**config.mk**
```make
export PLATFORM = sky130hd
export DESIGN_NAME = issue_queue_param
export DESIGN_NICKNAME = d
export VERILOG_FILES = /design/src/rtl/iq_pkg.sv /design/src/rtl/iq_entry.sv /design/src/rtl/issue_queue_param.sv
export SDC_FILE = /design/constraint.sdc
export NUM_CORES = 1
export LEC_CHECK = 0
export CAP_MARGIN = 10
export CORE_MARGIN = 8
export CORE_UTILIZATION = 38
export DETAILED_ROUTE_END_ITERATION = 8
export GPL_TIMING_DRIVEN = 1
export PLACE_DENSITY = 0.57
export SLEW_MARGIN = 10
export SYNTH_ARGS = -nofsm -noshare
export SYNTH_HDL_FRONTEND = slang
export SYNTH_SLANG_ARGS = --single-unit
```
**constraint.sdc**
```tcl
create_clock -name Clk -period 29.6 [get_ports Clk]
set_input_delay 2.96 -clock Clk [delete_from_list [all_inputs] [get_ports Clk]]
set_output_delay 2.96 -clock Clk [all_outputs]
set_load 0.01 [all_outputs]
```
**src/rtl/iq_pkg.sv**
```systemverilog
// Shared types and helpers for the parametrised integer issue queue.
package iq_pkg;

    localparam int unsigned IQ_DEPTH  = 4;
    localparam int unsigned IQ_DATA_W = 32;
    localparam int unsigned IQ_TAG_W  = 5;
    localparam int unsigned IQ_OPC_W  = 4;
    localparam int unsigned IQ_SHF_W  = 5;

    // One queue entry's payload at the default field widths.
    typedef struct packed {
        logic [IQ_OPC_W-1:0]  opcode;
        logic [IQ_SHF_W-1:0]  shfamt;
        logic [IQ_TAG_W-1:0]  rd_tag;
        logic [IQ_TAG_W-1:0]  rs_tag;
        logic [IQ_TAG_W-1:0]  rt_tag;
        logic [IQ_DATA_W-1:0] rs_data;
        logic [IQ_DATA_W-1:0] rt_data;
        logic                 rs_val;
        logic                 rt_val;
    } iq_entry_t;

    // Ceiling log2; returns 0 for an argument of 0 or 1.
    function automatic int unsigned iq_clog2(input int unsigned v);
        int unsigned r;
        int unsigned x;
        r = 0;
        x = (v > 0) ? v - 1 : 0;
        while (x > 0) begin
            r = r + 1;
            x = x >> 1;
        end
        return r;
    endfunction

endpackage

```
**src/rtl/iq_entry.sv**
```systemverilog
// Single issue-queue slot: holds, shifts in from the younger neighbour, or
// loads a dispatched entry, and snoops the CDB for operand wakeup.
module iq_entry
    import iq_pkg::*;
#(
    parameter int unsigned DATA_W = IQ_DATA_W,
    parameter int unsigned TAG_W  = IQ_TAG_W,
    parameter int unsigned OPC_W  = IQ_OPC_W,
    parameter int unsigned SHF_W  = IQ_SHF_W
) (
    input  logic              Clk,
    input  logic              Rst,
    input  logic              i_flush,
    input  logic              i_shift,
    input  logic              i_load,
    input  logic              i_up_valid,
    input  logic [OPC_W-1:0]  i_up_opcode,
    input  logic [SHF_W-1:0]  i_up_shfamt,
    input  logic [TAG_W-1:0]  i_up_rd_tag,
    input  logic [TAG_W-1:0]  i_up_rs_tag,
    input  logic [TAG_W-1:0]  i_up_rt_tag,
    input  logic [DATA_W-1:0] i_up_rs_data,
    input  logic [DATA_W-1:0] i_up_rt_data,
    input  logic              i_up_rs_val,
    input  logic              i_up_rt_val,
    input  logic [OPC_W-1:0]  i_dsp_opcode,
    input  logic [SHF_W-1:0]  i_dsp_shfamt,
    input  logic [TAG_W-1:0]  i_dsp_rd_tag,
    input  logic [TAG_W-1:0]  i_dsp_rs_tag,
    input  logic [TAG_W-1:0]  i_dsp_rt_tag,
    input  logic [DATA_W-1:0] i_dsp_rs_data,
    input  logic [DATA_W-1:0] i_dsp_rt_data,
    input  logic              i_dsp_rs_val,
    input  logic              i_dsp_rt_val,
    input  logic              i_cdb_valid,
    input  logic [TAG_W-1:0]  i_cdb_tag,
    input  logic [DATA_W-1:0] i_cdb_data,
    output logic              o_valid,
    output logic [OPC_W-1:0]  o_opcode,
    output logic [SHF_W-1:0]  o_shfamt,
    output logic [TAG_W-1:0]  o_rd_tag,
    output logic [TAG_W-1:0]  o_rs_tag,
    output logic [TAG_W-1:0]  o_rt_tag,
    output logic [DATA_W-1:0] o_rs_data,
    output logic [DATA_W-1:0] o_rt_data,
    output logic              o_rs_val,
    output logic              o_rt_val
);

    logic              r_valid;
    logic [OPC_W-1:0]  r_opcode;
    logic [SHF_W-1:0]  r_shfamt;
    logic [TAG_W-1:0]  r_rd_tag;
    logic [TAG_W-1:0]  r_rs_tag;
    logic [TAG_W-1:0]  r_rt_tag;
    logic [DATA_W-1:0] r_rs_data;
    logic [DATA_W-1:0] r_rt_data;
    logic              r_rs_val;
    logic              r_rt_val;

    logic              w_nx_valid;
    logic [OPC_W-1:0]  w_nx_opcode;
    logic [SHF_W-1:0]  w_nx_shfamt;
    logic [TAG_W-1:0]  w_nx_rd_tag;
    logic [TAG_W-1:0]  w_nx_rs_tag;
    logic [TAG_W-1:0]  w_nx_rt_tag;
    logic [DATA_W-1:0] w_nx_rs_data;
    logic [DATA_W-1:0] w_nx_rt_data;
    logic              w_nx_rs_val;
    logic              w_nx_rt_val;

    // Pick hold/shift source, apply CDB wakeup to it, then let a dispatch load override.
    always_comb begin
        w_nx_valid   = i_shift ? i_up_valid   : r_valid;
        w_nx_opcode  = i_shift ? i_up_opcode  : r_opcode;
        w_nx_shfamt  = i_shift ? i_up_shfamt  : r_shfamt;
        w_nx_rd_tag  = i_shift ? i_up_rd_tag  : r_rd_tag;
        w_nx_rs_tag  = i_shift ? i_up_rs_tag  : r_rs_tag;
        w_nx_rt_tag  = i_shift ? i_up_rt_tag  : r_rt_tag;
        w_nx_rs_data = i_shift ? i_up_rs_data : r_rs_data;
        w_nx_rt_data = i_shift ? i_up_rt_data : r_rt_data;
        w_nx_rs_val  = i_shift ? i_up_rs_val  : r_rs_val;
        w_nx_rt_val  = i_shift ? i_up_rt_val  : r_rt_val;

        if (i_cdb_valid && !w_nx_rs_val && (w_nx_rs_tag == i_cdb_tag)) begin
            w_nx_rs_data = i_cdb_data;
            w_nx_rs_val  = 1'b1;
        end
        if (i_cdb_valid && !w_nx_rt_val && (w_nx_rt_tag == i_cdb_tag)) begin
            w_nx_rt_data = i_cdb_data;
            w_nx_rt_val  = 1'b1;
        end

        if (i_load) begin
            w_nx_valid   = 1'b1;
            w_nx_opcode  = i_dsp_opcode;
            w_nx_shfamt  = i_dsp_shfamt;
            w_nx_rd_tag  = i_dsp_rd_tag;
            w_nx_rs_tag  = i_dsp_rs_tag;
            w_nx_rt_tag  = i_dsp_rt_tag;
            w_nx_rs_data = i_dsp_rs_data;
            w_nx_rt_data = i_dsp_rt_data;
            w_nx_rs_val  = i_dsp_rs_val;
            w_nx_rt_val  = i_dsp_rt_val;
        end

        if (i_flush) begin
            w_nx_valid = 1'b0;
        end
    end

    // Slot state register.
    always_ff @(posedge Clk or posedge Rst) begin
        if (Rst) begin
            r_valid   <= 1'b0;
            r_opcode  <= '0;
            r_shfamt  <= '0;
            r_rd_tag  <= '0;
            r_rs_tag  <= '0;
            r_rt_tag  <= '0;
            r_rs_data <= '0;
            r_rt_data <= '0;
            r_rs_val  <= 1'b0;
            r_rt_val  <= 1'b0;
        end else begin
            r_valid   <= w_nx_valid;
            r_opcode  <= w_nx_opcode;
            r_shfamt  <= w_nx_shfamt;
            r_rd_tag  <= w_nx_rd_tag;
            r_rs_tag  <= w_nx_rs_tag;
            r_rt_tag  <= w_nx_rt_tag;
            r_rs_data <= w_nx_rs_data;
            r_rt_data <= w_nx_rt_data;
            r_rs_val  <= w_nx_rs_val;
            r_rt_val  <= w_nx_rt_val;
        end
    end

    assign o_valid   = r_valid;
    assign o_opcode  = r_opcode;
    assign o_shfamt  = r_shfamt;
    assign o_rd_tag  = r_rd_tag;
    assign o_rs_tag  = r_rs_tag;
    assign o_rt_tag  = r_rt_tag;
    assign o_rs_data = r_rs_data;
    assign o_rt_data = r_rt_data;
    assign o_rs_val  = r_rs_val;
    assign o_rt_val  = r_rt_val;

endmodule

```
**src/rtl/issue_queue_param.sv**
```systemverilog
// Collapsing, age-ordered integer issue queue with CDB wakeup, dispatch
// bypass, occupancy count and almost-full flag. Slot 0 is the oldest.
module issue_queue_param
    import iq_pkg::*;
#(
    parameter int unsigned DEPTH    = IQ_DEPTH,
    parameter int unsigned DATA_W   = IQ_DATA_W,
    parameter int unsigned TAG_W    = IQ_TAG_W,
    parameter int unsigned OPC_W    = IQ_OPC_W,
    parameter int unsigned SHF_W    = IQ_SHF_W,
    parameter int unsigned AFULL_TH = DEPTH - 1
) (
    input  logic                           Clk,
    input  logic                           Rst,
    input  logic                           Dispatch_Enable,
    input  logic [OPC_W-1:0]               Dispatch_Opcode,
    input  logic [SHF_W-1:0]               Dispatch_Shfamt,
    input  logic [TAG_W-1:0]               Dispatch_Rd_Tag,
    input  logic [DATA_W-1:0]              Dispatch_Rs_Data,
    input  logic [DATA_W-1:0]              Dispatch_Rt_Data,
    input  logic [TAG_W-1:0]               Dispatch_Rs_Tag,
    input  logic [TAG_W-1:0]               Dispatch_Rt_Tag,
    input  logic                           Dispatch_Rs_Data_Val,
    input  logic                           Dispatch_Rt_Data_Val,
    output logic                           IssueQue_Full,
    output logic                           IssueQue_AlmostFull,
    output logic [iq_clog2(DEPTH+1)-1:0]   IssueQue_Count,
    input  logic                           CDB_Valid,
    input  logic [TAG_W-1:0]               CDB_Tag,
    input  logic [DATA_W-1:0]              CDB_Data,
    output logic                           IssueQue_Ready,
    output logic [OPC_W-1:0]               IssueQue_Opcode,
    output logic [SHF_W-1:0]               IssueQue_Shfamt,
    output logic [TAG_W-1:0]               IssueQue_Rd_Tag,
    output logic [DATA_W-1:0]              IssueQue_Rs_Data,
    output logic [DATA_W-1:0]              IssueQue_Rt_Data,
    input  logic                           Issueblk_Issue,
    input  logic                           RB_Flush_Valid
);

    localparam int unsigned IDX_W = iq_clog2(DEPTH);
    localparam int unsigned CNT_W = iq_clog2(DEPTH + 1);

    logic [CNT_W-1:0]  r_count;

    logic              w_e_valid   [DEPTH];
    logic [OPC_W-1:0]  w_e_opcode  [DEPTH];
    logic [SHF_W-1:0]  w_e_shfamt  [DEPTH];
    logic [TAG_W-1:0]  w_e_rd_tag  [DEPTH];
    logic [TAG_W-1:0]  w_e_rs_tag  [DEPTH];
    logic [TAG_W-1:0]  w_e_rt_tag  [DEPTH];
    logic [DATA_W-1:0] w_e_rs_data [DEPTH];
    logic [DATA_W-1:0] w_e_rt_data [DEPTH];
    logic              w_e_rs_val  [DEPTH];
    logic              w_e_rt_val  [DEPTH];

    logic              w_up_valid   [DEPTH];
    logic [OPC_W-1:0]  w_up_opcode  [DEPTH];
    logic [SHF_W-1:0]  w_up_shfamt  [DEPTH];
    logic [TAG_W-1:0]  w_up_rd_tag  [DEPTH];
    logic [TAG_W-1:0]  w_up_rs_tag  [DEPTH];
    logic [TAG_W-1:0]  w_up_rt_tag  [DEPTH];
    logic [DATA_W-1:0] w_up_rs_data [DEPTH];
    logic [DATA_W-1:0] w_up_rt_data [DEPTH];
    logic              w_up_rs_val  [DEPTH];
    logic              w_up_rt_val  [DEPTH];

    logic [DEPTH-1:0]  w_rdy;
    logic [DEPTH-1:0]  w_shift;
    logic [DEPTH-1:0]  w_load;
    logic [IDX_W-1:0]  w_sel;
    logic              w_ready;
    logic              w_fire;
    logic              w_full;
    logic              w_accept;
    logic [CNT_W-1:0]  w_wr_idx;

    logic              w_dsp_rs_hit;
    logic              w_dsp_rt_hit;
    logic              w_dsp_rs_val;
    logic              w_dsp_rt_val;
    logic [DATA_W-1:0] w_dsp_rs_data;
    logic [DATA_W-1:0] w_dsp_rt_data;

    // Dispatch bypass: a waiting operand whose tag is on the CDB this cycle is captured directly.
    assign w_dsp_rs_hit  = CDB_Valid & ~Dispatch_Rs_Data_Val & (Dispatch_Rs_Tag == CDB_Tag);
    assign w_dsp_rt_hit  = CDB_Valid & ~Dispatch_Rt_Data_Val & (Dispatch_Rt_Tag == CDB_Tag);
    assign w_dsp_rs_val  = Dispatch_Rs_Data_Val | w_dsp_rs_hit;
    assign w_dsp_rt_val  = Dispatch_Rt_Data_Val | w_dsp_rt_hit;
    assign w_dsp_rs_data = w_dsp_rs_hit ? CDB_Data : Dispatch_Rs_Data;
    assign w_dsp_rt_data = w_dsp_rt_hit ? CDB_Data : Dispatch_Rt_Data;

    // Slot array; each slot shifts in from its younger neighbour, the top slot from an empty entry.
    for (genvar g = 0; g < DEPTH; g++) begin : g_slot
        if (g == DEPTH - 1) begin : g_last
            assign w_up_valid[g]   = 1'b0;
            assign w_up_opcode[g]  = '0;
            assign w_up_shfamt[g]  = '0;
            assign w_up_rd_tag[g]  = '0;
            assign w_up_rs_tag[g]  = '0;
            assign w_up_rt_tag[g]  = '0;
            assign w_up_rs_data[g] = '0;
            assign w_up_rt_data[g] = '0;
            assign w_up_rs_val[g]  = 1'b0;
            assign w_up_rt_val[g]  = 1'b0;
        end else begin : g_mid
            assign w_up_valid[g]   = w_e_valid[g+1];
            assign w_up_opcode[g]  = w_e_opcode[g+1];
            assign w_up_shfamt[g]  = w_e_shfamt[g+1];
            assign w_up_rd_tag[g]  = w_e_rd_tag[g+1];
            assign w_up_rs_tag[g]  = w_e_rs_tag[g+1];
            assign w_up_rt_tag[g]  = w_e_rt_tag[g+1];
            assign w_up_rs_data[g] = w_e_rs_data[g+1];
            assign w_up_rt_data[g] = w_e_rt_data[g+1];
            assign w_up_rs_val[g]  = w_e_rs_val[g+1];
            assign w_up_rt_val[g]  = w_e_rt_val[g+1];
        end

        assign w_rdy[g] = w_e_valid[g] & w_e_rs_val[g] & w_e_rt_val[g];

        iq_entry #(
            .DATA_W (DATA_W),
            .TAG_W  (TAG_W),
            .OPC_W  (OPC_W),
            .SHF_W  (SHF_W)
        ) u_entry (
            .Clk           (Clk),
            .Rst           (Rst),
            .i_flush       (RB_Flush_Valid),
            .i_shift       (w_shift[g]),
            .i_load        (w_load[g]),
            .i_up_valid    (w_up_valid[g]),
            .i_up_opcode   (w_up_opcode[g]),
            .i_up_shfamt   (w_up_shfamt[g]),
            .i_up_rd_tag   (w_up_rd_tag[g]),
            .i_up_rs_tag   (w_up_rs_tag[g]),
            .i_up_rt_tag   (w_up_rt_tag[g]),
            .i_up_rs_data  (w_up_rs_data[g]),
            .i_up_rt_data  (w_up_rt_data[g]),
            .i_up_rs_val   (w_up_rs_val[g]),
            .i_up_rt_val   (w_up_rt_val[g]),
            .i_dsp_opcode  (Dispatch_Opcode),
            .i_dsp_shfamt  (Dispatch_Shfamt),
            .i_dsp_rd_tag  (Dispatch_Rd_Tag),
            .i_dsp_rs_tag  (Dispatch_Rs_Tag),
            .i_dsp_rt_tag  (Dispatch_Rt_Tag),
            .i_dsp_rs_data (w_dsp_rs_data),
            .i_dsp_rt_data (w_dsp_rt_data),
            .i_dsp_rs_val  (w_dsp_rs_val),
            .i_dsp_rt_val  (w_dsp_rt_val),
            .i_cdb_valid   (CDB_Valid),
            .i_cdb_tag     (CDB_Tag),
            .i_cdb_data    (CDB_Data),
            .o_valid       (w_e_valid[g]),
            .o_opcode      (w_e_opcode[g]),
            .o_shfamt      (w_e_shfamt[g]),
            .o_rd_tag      (w_e_rd_tag[g]),
            .o_rs_tag      (w_e_rs_tag[g]),
            .o_rt_tag      (w_e_rt_tag[g]),
            .o_rs_data     (w_e_rs_data[g]),
            .o_rt_data     (w_e_rt_data[g]),
            .o_rs_val      (w_e_rs_val[g]),
            .o_rt_val      (w_e_rt_val[g])
        );
    end

    // Oldest-first select: lowest ready index wins, slot 0 when nothing is ready.
    always_comb begin
        w_sel   = '0;
        w_ready = 1'b0;
        for (int i = int'(DEPTH) - 1; i >= 0; i--) begin
            if (w_rdy[i]) begin
                w_sel   = IDX_W'(i);
                w_ready = 1'b1;
            end
        end
    end

    assign w_fire   = Issueblk_Issue & w_ready;
    assign w_full   = (r_count == CNT_W'(DEPTH)) & ~w_fire;
    assign w_accept = Dispatch_Enable & ~w_full & ~RB_Flush_Valid;
    assign w_wr_idx = r_count - CNT_W'(w_fire);

    // Collapse slots at and above the issued one; land a dispatch just past the surviving entries.
    always_comb begin
        w_shift = '0;
        w_load  = '0;
        for (int i = 0; i < int'(DEPTH); i++) begin
            w_shift[i] = w_fire & (IDX_W'(i) >= w_sel);
            w_load[i]  = w_accept & (CNT_W'(i) == w_wr_idx);
        end
    end

    // Occupancy counter; flush empties the queue.
    always_ff @(posedge Clk or posedge Rst) begin
        if (Rst) begin
            r_count <= '0;
        end else if (RB_Flush_Valid) begin
            r_count <= '0;
        end else begin
            r_count <= r_count + CNT_W'(w_accept) - CNT_W'(w_fire);
        end
    end

    assign IssueQue_Full       = w_full;
    assign IssueQue_AlmostFull = (r_count >= CNT_W'(AFULL_TH));
    assign IssueQue_Count      = r_count;
    assign IssueQue_Ready      = w_ready;
    assign IssueQue_Opcode     = w_e_opcode[w_sel];
    assign IssueQue_Shfamt     = w_e_shfamt[w_sel];
    assign IssueQue_Rd_Tag     = w_e_rd_tag[w_sel];
    assign IssueQue_Rs_Data    = w_e_rs_data[w_sel];
    assign IssueQue_Rt_Data    = w_e_rt_data[w_sel];

endmodule

```
== Word-level counts from Yosys, hierarchy flattened ==
Cells that the tools add are included.

* Output and inout port bits: 84
* Memory bits (writable): 0
* Memories: 0
* ROM bits: 0
* Flip-flop bits (word level): 367
* Bits in latches: 0
* Bits of input ports: 133

* $lt $le $gt $ge: 6
* Div/mod/pow operators: 0
* Mux-type cells: 124
* Equal/unequal tests: 14
* $mul: 0
* Bitwise logic cells: 32
* Shifts and indexed selects: 0
* Reduce and logical (&&, ||, !) cells: 41
* Add/subtract/negate cells: 3

{| class="wikitable"
|+ Operator list
! kind !! number
|-
| 2-to-1 mux 32 bit || 29
|-
| 2-to-1 mux 5 bit || 35
|-
| binary-select mux 32 bit (select 2 bit) || 2
|-
| == test 5 bit || 10
|-
| 2-to-1 mux 1 bit || 40
|-
| 2-to-1 mux 4 bit || 10
|-
| nonzero test 3 bit || 12
|-
| AND 1 bit || 24
|-
| binary-select mux 5 bit (select 2 bit) || 2
|-
| logical AND 1 bit || 16
|-
| binary-select mux 4 bit (select 2 bit) || 1
|-
| zero test 1 bit || 8
|-
| 2-to-1 mux 2 bit || 4
|-
| nonzero test 2 bit || 4
|-
| == test 2 x 3 -> 1 bit (first input constant) || 2
|-
| subtractor 3 x 1 -> 3 bit || 2
|-
| inverter 1 bit || 5
|-
| >= comparator 1 x 2 -> 1 bit (first input constant) || 2
|-
| >= comparator 2 bit (first input constant) || 2
|-
| adder 3 x 1 -> 3 bit || 1
|-
| == test 1 x 3 -> 1 bit (first input constant) || 1
|-
| == test 3 bit (second input constant) || 1
|-
| >= comparator 3 x 2 -> 1 bit (second input constant) || 1
|-
| >= comparator 3 bit (second input constant) || 1
|-
| 4 further kinds || 5
|}

== Depth between registers and ports, before layout ==
* Depth in word-level cells: 15
* Depth in mapped cells: 14

== Hierarchy ==
Synthesis repeated with hierarchy kept, for this count alone.

* Cells, all modules: 2694
* Area total of the unflattened synthesis: 25370.6 sq um

{| class="wikitable"
|+ Modules (own cells, without submodules)
! module !! area an instance (sq um) !! sequential area each (sq um) !! instances !! cells an instance
|-
| iq_entry || 5322.6 || 2277.2 || 4 || 575
|-
| issue_queue_param || 4080.2 || 75.1 || 1 || 394
|}

== Worst setup path before layout ==
Ideal clock, no wire load.

* Kind: input to output
* Start: input port Issueblk_Issue
* End: output port IssueQue_Full
* Stages: 3
* Slack: 23232 ps
* Arrival: 3408 ps
* Cells stage by stage: o41ai_2 inv_2 nor2_1

* Cells in the longest elaborated chain, start to end: 3

{| class="wikitable"
|+ Ends and longest elaborated chain
! what !! RTL line !! source
|-
| start, declared || issue_queue_param.sv:37 || <nowiki>input logic Issueblk_Issue,</nowiki>
|-
| AND 1 bit || issue_queue_param.sv:179 || <nowiki>assign w_fire = Issueblk_Issue & w_ready;</nowiki>
|-
| inverter 1 bit || issue_queue_param.sv:180 || <nowiki>assign w_full = (r_count == CNT_W'(DEPTH)) & ~w_fire;</nowiki>
|-
| AND 1 bit || issue_queue_param.sv:180 ||
|-
| end, declared || issue_queue_param.sv:25 || <nowiki>output logic IssueQue_Full,</nowiki>
|}

Every way passes these cells.

== Worst setup path after layout ==
Same ends and word-level chain as after synthesis.

==> metrics.cfg <==
[layout]
final_common_cell = nand2_1
nets = 2737
finalNonFillerCells = 3382
final_util_pct = 45.89
drive_gt1_share_pct = 7.886
final_cell_mix = nand2_1, dfrtp_1, nor2_1
area_growth_pct = 19.24

[logic_synthesis]
ys_ff_latch = 367
synth.area.top_cells = dfrtp_1, nand2_1, a221o_1
synth-seq-area-share_pct = 42.23
synth_nets = 2655
syn_inst = 2516
ys.flop_type = dfrtp_1
synthesis.area_sq_um = 21740
synth-async-reset-ratio_pct = 100.0
ys_types = 71
synth_top_cell_area_share_pct = 42.23
avgSynthCellArea_sq_um = 8.643
synth_top_area_cell = dfrtp_1
ys_warn_count = 0
synth_edf_count = 0

[timing]
final.setup.tns_ps = 0
skew_ps = 26.74
slew_headroom_pct = 21.55
max_freq_mhz = 131.0
hold_viol = 0
period_needed_ps = 7633
worst_pin_slew_ps = 1174
rsz0062_at_grt = false
setup_viol = 0
finalCritPeriodShare_pct = 25.79
drv_slew = 0
worst_slack_ps = 21970

[detailed_routing]
detail-route-antenna-nets = 0
first_pass_iters = 6
drc = 0
vias = 20910
detail_route.wl_per_cell_um = 25.15
avgViaCountPerCell = 6.182
drt-initial-drc-count = 2317
routed_wl_mm = 85.06

[global_routing]
grt_pass1_wl_mm = 129.4
grt_util_all_layers_pct = 25.53
antenna_found_initial = 4
grt_max_degree = 102
grt_pass1_vias = 20960
grt_overflow = 0

[min_path]
whs_path_depth = 2
hold_path_class = register to register

[placed_design]
hpwl_mm = 50.39
place_ws_ps = 21950
placedCellCount = 3308
portBuffers = 216
place_congestion = 0.8209

[power]
power_density_nw_per_um2 = 97.77
cellLeakagePower_nw = 11.45
swShare_pct = 38.47
ir_worst_vdd_mv = 0.03773
power.internal_w = 0.001560
p_switching_w = 0.0009752
comb_power_share_pct = 43.0
clkPwrFrac_pct = 22.2
power_w = 0.002535
seqPwrFrac_pct = 34.7

[clock_network]
clock_latency_ps = 580
path_clk_slew_ps = 60
cts.root.buffer_cell = clkbuf_16
clockBufferDepth = 3
cts_hold_buf = 0
h-tree-depth = 2
cts_resized = 0
cts_tree = built
cts_setup_buffers = 0
cts_inserted_buffers = 44
numClockSinks = 367

[floorplan]
ioPinCount = 217
dieArea_sq_um = 65130
start_util_pct = 38.49
core_sq_um = 56500
die_w_um = 255.2
num_rows = 87
fp.dieH_um = 255.2

[worst_setup_path]
crit_type = primary input to output pin
arrival_ps = 4670
worstPathMaxFanout = 8
startpoint_type = primary input
reg2reg_depth = 13
critPathRequiredTime_ps = 26640
end_kind = output pin

[run]
cap_viol_max_count = 0

[status]
status = finished clean

## Yosys cell counts (all sizes together) (3+ instances only)
library cell / n
o32ai: 4
a222oi: 32
nor3: 10
a21oi: 71
nand2b: 5
inv: 76
and2: 79
xnor2: 18
a31oi: 119
o2111ai: 4
nor4b: 4
mux2i: 126
o21a: 13
dfrtp: 367
nor2: 242
o21ai: 76
a32o: 31
nor2b: 10
o2bb2ai: 31
a21boi: 3
nand4: 8
buf: 63
ha: 5
nand3: 79
o221a: 51
a211oi: 82
nand3b: 3
xor2: 30
clkbuf: 163
nor4: 8
nand2: 535
and3: 11
a221o: 128
or2: 5
## final cells by class
class / instances / area [sq um]
Fill cell: 5412 / 30570
Multi-Input combinational cell: 1847 / 11520
Sequential cell: 367 / 9184
Timing Repair Buffer: 262 / 2507
Clock buffer: 60 / 1261
Tap cell: 756 / 945.9
Inverter: 76 / 292.8
Clock inverter: 13 / 209.0
Antenna cell: 1 / 2.502
## cell families (layout without fill, tap and decap cells)
logic type	count (synthesis)	count (layout)	synth area share, %
AND/OR/NAND/NOR	1008	1008	20.00
AO/OA/AOI/OAI	659	659	23.86
flip-flops	367	367	42.23
buffers and inverters	302	411	5.794
multiplexers	126	126	5.800
XOR/XNOR	48	48	1.933
adder cells (fa/ha/maj)	6	6	0.3798
other	0	1	0
## per-stage QoR
| step | cell area [sq um] | hold slack [ps] |
|---|---|---|
| floorplan | 21740 | 462.2 |
| global placement | 24450 | 486.0 |
| detailed placement | 24450 | 494.0 |
| CTS | 25920 | 507.5 |
| global route | 25930 | 544.9 |
| finish | 25930 | 505.0 |
## per-layer routing
metal  vias up  GRT usage (%)  part of all wire, %
li1       9239              -                    -
met1     10440          34.74                   42
met2      1058          40.14                   45
met3       167          4.904                  9.4
met4         4          9.376                  3.6
met5         -              0                0.032
## power by group through the flow
stage	combinational (W)	sequential, W	clock (W)
floorplan	0.000709	0.000834	0
global placement	0.00106	0.000877	0
detailed placement	0.00109	0.000883	0
CTS	0.00109	0.000877	0.000574
global route	0.00119	0.000907	0.000594
finish	0.00109	0.000880	0.000564
## state kept, by name (all words and copies together) (netlist names)
| register | count |
|---|---|
| g_slot.u_entry.o_rt_tag | 20 |
| g_slot.u_entry.o_rt_val | 4 |
| g_slot.u_entry.o_rs_val | 4 |
| g_slot.u_entry.o_valid | 4 |
| g_slot.u_entry.o_rd_tag | 20 |
| g_slot.u_entry.o_rt_data | 128 |
| IssueQue_Count | 3 |
| g_slot.u_entry.o_rs_data | 128 |
| g_slot.u_entry.o_shfamt | 20 |
| g_slot.u_entry.o_rs_tag | 20 |
| g_slot.u_entry.o_opcode | 16 |
## critical path: stages
cell and delay [ps]:
clkdlybuf4s50_1 550, o41ai_4 140, inv_2 200, nor2_1 220, clkdlybuf4s50_1 600
## final timing paths
check / from / to / slack, ps
worst max-delay path: Issueblk_Issue / IssueQue_Full / 21970
worst min-delay path: g_slot[1].u_entry.o_rs_data[22]$_DFFE_PP0P_ / g_slot[1].u_entry.o_rs_data[22]$_DFFE_PP0P_ / 510
worst max register to register: g_slot[2].u_entry.o_rs_val$_DFF_PP0_ / g_slot[2].u_entry.o_rs_data[15]$_DFFE_PP0P_ / 24970
worst min register to register: g_slot[1].u_entry.o_rs_data[22]$_DFFE_PP0P_ / g_slot[1].u_entry.o_rs_data[22]$_DFFE_PP0P_ / 510
max in group asynchronous: Rst / g_slot[1].u_entry.o_rt_tag[0]$_DFF_PP0_ / 24230
min in group asynchronous: Rst / g_slot[2].u_entry.o_rt_data[25]$_DFFE_PP0P_ / 2960
Note: power is estimated with default switching activity, not from simulation.
